**config.mk**
```make
export PLATFORM = sky130hd
export DESIGN_NAME = instruction_fetcher
export DESIGN_NICKNAME = d
export VERILOG_FILES = /design/src/rtl/instruction_fetcher.sv
export SDC_FILE = /design/constraint.sdc
export NUM_CORES = 1
export LEC_CHECK = 0
export CAP_MARGIN = 20
export CORE_ASPECT_RATIO = 0.7
export CORE_MARGIN = 1.5
export CORE_UTILIZATION = 33
export CTS_CLUSTER_SIZE = 16
export DETAILED_ROUTE_END_ITERATION = 12
export MAX_ROUTING_LAYER = met4
export SETUP_SLACK_MARGIN = 0.02
export SYNTH_ARGS = -nofsm -noshare
export SYNTH_HDL_FRONTEND = slang
export SYNTH_SLANG_ARGS = --single-unit
```
**constraint.sdc**
```tcl
create_clock -name clk -period 2.4 [get_ports clk]
set_input_delay 0.72 -clock clk [delete_from_list [all_inputs] [get_ports clk]]
set_output_delay 0.72 -clock clk [all_outputs]
set_load 0.03 [all_outputs]
```
**src/rtl/instruction_fetcher.sv**
```systemverilog
// Instruction fetch unit with a one-entry last-instruction buffer: a hit is FETCHED 1 edge after FETCH,
// a miss takes 2+ cycles. The read request is held until the controller's ready.
module instruction_fetcher #(
    parameter int PROGRAM_MEM_ADDR_BITS = 8,
    parameter int PROGRAM_MEM_DATA_BITS = 16
) (
    input  logic                             clk,
    input  logic                             reset,
    input  logic [2:0]                       core_state,
    input  logic [PROGRAM_MEM_ADDR_BITS-1:0] current_pc,
    input  logic                             cache_invalidate,
    output logic                             mem_read_valid,
    output logic [PROGRAM_MEM_ADDR_BITS-1:0] mem_read_address,
    input  logic                             mem_read_ready,
    input  logic [PROGRAM_MEM_DATA_BITS-1:0] mem_read_data,
    output logic [2:0]                       fetcher_state,
    output logic [PROGRAM_MEM_DATA_BITS-1:0] instruction
);
    localparam logic [2:0] CORE_FETCH  = 3'b001;
    localparam logic [2:0] CORE_DECODE = 3'b010;

    typedef enum logic [2:0] {
        ST_IDLE     = 3'b000,
        ST_FETCHING = 3'b001,
        ST_FETCHED  = 3'b010
    } fetch_state_t;

    fetch_state_t                     state_q, state_d;
    logic                             mem_read_valid_q, mem_read_valid_d;
    logic [PROGRAM_MEM_ADDR_BITS-1:0] mem_read_address_q, mem_read_address_d;
    logic [PROGRAM_MEM_DATA_BITS-1:0] instruction_q, instruction_d;
    logic                             buf_valid_q, buf_valid_d;
    logic [PROGRAM_MEM_ADDR_BITS-1:0] buf_tag_q, buf_tag_d;
    logic [PROGRAM_MEM_DATA_BITS-1:0] buf_data_q, buf_data_d;
    logic                             drop_fill_q, drop_fill_d;

    logic buf_hit;
    assign buf_hit = buf_valid_q && (buf_tag_q == current_pc) && !cache_invalidate;

    always_ff @(posedge clk) begin
        if (reset) begin
            state_q            <= ST_IDLE;
            mem_read_valid_q   <= 1'b0;
            mem_read_address_q <= '0;
            instruction_q      <= '0;
            buf_valid_q        <= 1'b0;
            buf_tag_q          <= '0;
            buf_data_q         <= '0;
            drop_fill_q        <= 1'b0;
        end else begin
            state_q            <= state_d;
            mem_read_valid_q   <= mem_read_valid_d;
            mem_read_address_q <= mem_read_address_d;
            instruction_q      <= instruction_d;
            buf_valid_q        <= buf_valid_d;
            buf_tag_q          <= buf_tag_d;
            buf_data_q         <= buf_data_d;
            drop_fill_q        <= drop_fill_d;
        end
    end

    always_comb begin
        state_d            = state_q;
        mem_read_valid_d   = mem_read_valid_q;
        mem_read_address_d = mem_read_address_q;
        instruction_d      = instruction_q;
        buf_valid_d        = buf_valid_q;
        buf_tag_d          = buf_tag_q;
        buf_data_d         = buf_data_q;
        drop_fill_d        = drop_fill_q;

        case (state_q)
            ST_IDLE: begin
                if (core_state == CORE_FETCH) begin
                    if (buf_hit) begin
                        instruction_d = buf_data_q;
                        state_d       = ST_FETCHED;
                    end else begin
                        mem_read_valid_d   = 1'b1;
                        mem_read_address_d = current_pc;
                        drop_fill_d        = cache_invalidate;
                        state_d            = ST_FETCHING;
                    end
                end
            end
            ST_FETCHING: begin
                if (cache_invalidate) begin
                    drop_fill_d = 1'b1;
                end
                // An invalidate racing the fill delivers the word but leaves it uncached.
                if (mem_read_ready && mem_read_valid_q) begin
                    instruction_d    = mem_read_data;
                    mem_read_valid_d = 1'b0;
                    buf_tag_d        = mem_read_address_q;
                    buf_data_d       = mem_read_data;
                    buf_valid_d      = !(drop_fill_q || cache_invalidate);
                    state_d          = ST_FETCHED;
                end
            end
            ST_FETCHED: begin
                if (core_state == CORE_DECODE) begin
                    state_d = ST_IDLE;
                end
            end
            default: begin
                state_d          = ST_IDLE;
                mem_read_valid_d = 1'b0;
            end
        endcase

        if (cache_invalidate) begin
            buf_valid_d = 1'b0;
        end
    end

    assign mem_read_valid   = mem_read_valid_q;
    assign mem_read_address = mem_read_address_q;
    assign fetcher_state    = state_q;
    assign instruction      = instruction_q;
endmodule
```
==> impl_summary.md <==
Run status
The run finished with clean final reports.

Yosys
The cell count after synthesis is 269. The sequential element share of the synthesized area is 44.3%. The post-synth design cell area is about 0.0024 mm^2. The most used flip-flop cell after synthesis is sky130_fd_sc_hd__dfxtp_1.

A synthesized cell averages 8.91 um^2. The total nets after synthesis is 300. The post-synthesis async set-or-reset flop share is 0%. Counting distinct cell types in the post-synthesis netlist gives 29. The number of warning messages in the yosys log is 0.

In this run, synthesis produced a sequential element count of 53. Yosys mapped a number of flops with a built-in enable equal to 0.

Routing
The first-pass iteration count of the detailed router is 4. The total via count in the routed design is roughly 2000. The routed length per instance is approximately 13 um. For this block, the routed nets add up to between 5000 and 6000 um of wire.

After the first detailed-routing iteration, the DRC count stood at 73. The detail route stage leaves a number of antenna-violating nets equal to 0. The DRC violation count after routing is 0. The ratio of routed vias to standard cells is 4.78.

STA
The final-report max-slew violation count is 0. Final hold analysis gives a worst-case slack of 0.451 ns. The clock tree skew after final layout is around 0.011 ns. The worst pin sits at a relative slew slack of roughly three fifths. The time the final worst path needs with I/O delays and setup is 2.23 ns. The number of setup violations in the final report is 0. The achievable clock frequency is 0.448 GHz.

After layout, the worst setup slack is roughly 0.17 ns. At the pin with the least slew margin, the transition time is between 0.5 and 0.6 ns. After layout, the worst path uses 93.0% of the clock period. Setup repair after global routing left no endpoint under its margin. The number of hold violations in the final report is 0.

Worst setup path
Walking the worst path, the cells encountered are clkdlybuf4s50_1. For this design, the slowest cell found on the critical path is sky130_fd_sc_hd__clkdlybuf4s50_1. At the worst endpoint, the arrival time is 1.51 ns. The required time of the worst setup path is 1.68 ns. The largest fanout of any net on the critical path is 7.

The sort of element at the start of the critical path is a flop. The worst setup path is captured at an output port. On the worst path, the slowest cell contributes a delay of 0.73 ns.

The setup path with the least slack is of type reg -> out. Broken down by cell family, the worst path's largest delay share belongs to buffers and inverters. Counting both buffers and inverters, the worst setup path holds a total of 1.

Placement
At the end of routability-driven placement, the weighted congestion stood at 0.742. The cell count after placement is 411. The wire-length estimate of the detail-placed layout is 3750 um. Prior to clock tree synthesis, the placed netlist has a worst setup slack of -0.132 ns. The total placed instance area is 0.00309 mm^2.

Buffers placed on the I/O ports in this run total 57.

Cells and area
The post-route netlist has 12.9% of its cells at a drive strength greater than 1. The area overhead of the layout relative to synthesis is 32.7%. Across the whole layout, storage elements account for 0.00106 mm^2. The repair_antennas step left the layout with diodes totalling 0. The area used by multi-input combinational logic is 0.00115 mm^2. Fill cells in the final layout number 682. The net count of the finished layout is 355. Once layout is done, the placed cells without fillers occupy 0.00318 mm^2. Excluding fillers, the count of instances in the completed layout stands at 419.

GRT
The total overflow reported by the global router is 0. The wire length of the first global-routing pass is 8870 um. The global-route usage over all layers is 14.7%. The via count of the first global-routing pass was 1833.

Entering global routing, the biggest net connects 50 pins. The number of antenna violations at the first check in global routing came to 0.

Worst hold path
The worst hold-check path type is reg -> reg.

Clocking
The CTS buffer count is 5. The post-CTS repair timing setup buffer count is 0. After clock tree synthesis, the repair step resized 0 gates. The clock network latency to the later pin of the worst-skew pair is approximately 0.3 ns. The maximum level of the CTS H-tree is 2. TritonCTS built the clock tree.

The clock sink count is 53. The clock tree root driver cell is sky130_fd_sc_hd__clkbuf_8. The clock tree buffer depth is 2. The clock slew seen by the registers of the worst setup and hold paths is 0.10 ns. The number of hold buffers added after CTS was 0.

Power
VDD sags by at most 0.283 mV. For this design the ratio of total power to cell area is 493 mW/mm^2. The analysis attributes to cell leakage a power of 1.08 nW.

The total power of the final layout is 1.57 mW.

Floorplan
The x dimension of the die is 105 um. For this design the top-level I/O count stands at 59. For this configuration, the core starts out at a cell density of between 30% and 40%. The die height is 74.3 um. The floorplan step defined a die boundary enclosing 0.00779 mm^2. The core outline area is 0.00688 mm^2.

The total number of placement rows is 25.

Job
The tool flagged a number of max-cap violations equal to 0.
==> layer usage <==
metal  track usage (%)  up-vias  part of all wire, %
met4              4.57        0                 0.81
met3              3.16        4                  4.5
met1              20.4      911                   53
li1                  -     1038                    -
met5                 -        -                    0
met2              21.4       48                   42
==> where the power goes <==
| group | total, mW | switching [mW] | internal, mW | leakage [nW] |
|---|---|---|---|---|
| clock | 0.499 | 0.292 | 0.206 | 0.0374 |
| combinational | 0.173 | 0.0880 | 0.0855 | 0.611 |
| sequential | 0.897 | 0.00806 | 0.889 | 0.428 |
==> stage by stage <==
step	utilization, %	TNS, ns
2_1_floorplan	-	0
3_3_place_gp	45.0	-1.39
3_5_place_dp	45.0	-1.93
4_1_cts	46.2	0
5_1_grt	46.2	0
6_report	46.2	0
==> Yosys cell counts, types with 4 or more instances <==
cell,count,area [um^2]
sky130_fd_sc_hd__a21oi_1,28,140
sky130_fd_sc_hd__a221oi_2,13,195
sky130_fd_sc_hd__a311oi_1,16,140
sky130_fd_sc_hd__buf_2,9,45.0
sky130_fd_sc_hd__buf_4,4,30.0
sky130_fd_sc_hd__clkbuf_1,7,26.3
sky130_fd_sc_hd__dfxtp_1,53,1060
sky130_fd_sc_hd__inv_1,16,60.1
sky130_fd_sc_hd__mux2i_1,8,80.1
sky130_fd_sc_hd__nand2_1,50,188
sky130_fd_sc_hd__nand2b_1,4,25.0
sky130_fd_sc_hd__nor2_1,13,48.8
sky130_fd_sc_hd__nor2b_1,18,113
sky130_fd_sc_hd__xor2_1,8,70.1
==> state kept, by name (all words and copies together) (netlist names) <==
signal / flops
drop_fill_q: 1
buf_valid_q: 1
mem_read_address: 8
fetcher_state: 2
mem_read_valid: 1
instruction: 16
buf_tag_q: 8
buf_data_q: 16
==> cell type report <==
type                            count  share of cell area [%]
Tap cell                           94                    3.70
Sequential cell                    53                    33.3
Clock inverter                      2                   0.472
Inverter                           16                    1.89
Multi-Input combinational cell    176                    36.2
Timing Repair Buffer               72                    22.1
Clock buffer                        6                    2.28
==> cell usage in the layout (no fill, tap or decap), types with 2 or more instances in the layout <==
master                             n
sky130_fd_sc_hd__clkdlybuf4s50_1  56
sky130_fd_sc_hd__dfxtp_1          53
sky130_fd_sc_hd__nand2_1          50
sky130_fd_sc_hd__a21oi_1          28
sky130_fd_sc_hd__inv_1            16
sky130_fd_sc_hd__nor2b_1          16
sky130_fd_sc_hd__a311oi_1         16
sky130_fd_sc_hd__nor2_1           13
sky130_fd_sc_hd__a221oi_2         13
sky130_fd_sc_hd__buf_4            13
sky130_fd_sc_hd__xor2_1            8
sky130_fd_sc_hd__mux2i_1           8
sky130_fd_sc_hd__clkbuf_8          5
sky130_fd_sc_hd__nand2b_1          4
sky130_fd_sc_hd__a31oi_1           3
sky130_fd_sc_hd__a221oi_1          3
sky130_fd_sc_hd__nor4_1            2
sky130_fd_sc_hd__clkinvlp_4        2
sky130_fd_sc_hd__buf_12            2
==> cells by family after synthesis <==
family	after synthesis	synth area share, %
AND/OR/NAND/NOR	93	18.4
AO/OA/AOI/OAI	66	22.6
flip-flops	53	44.3
buffers and inverters	40	8.30
XOR/XNOR	8	2.92
multiplexers	8	3.34
other	1	0.156
==> final timing paths <==
check,start,end,slack (ns),cells past startpoint
max,fetcher_state[1],fetcher_state[1],0.17,1
min,drop_fill_q,buf_valid_q,0.45,1
max reg2reg,fetcher_state[0],buf_data_q[11],0.69,6
min reg2reg,drop_fill_q,buf_valid_q,0.45,1
(Power assumes the default switching activity.)
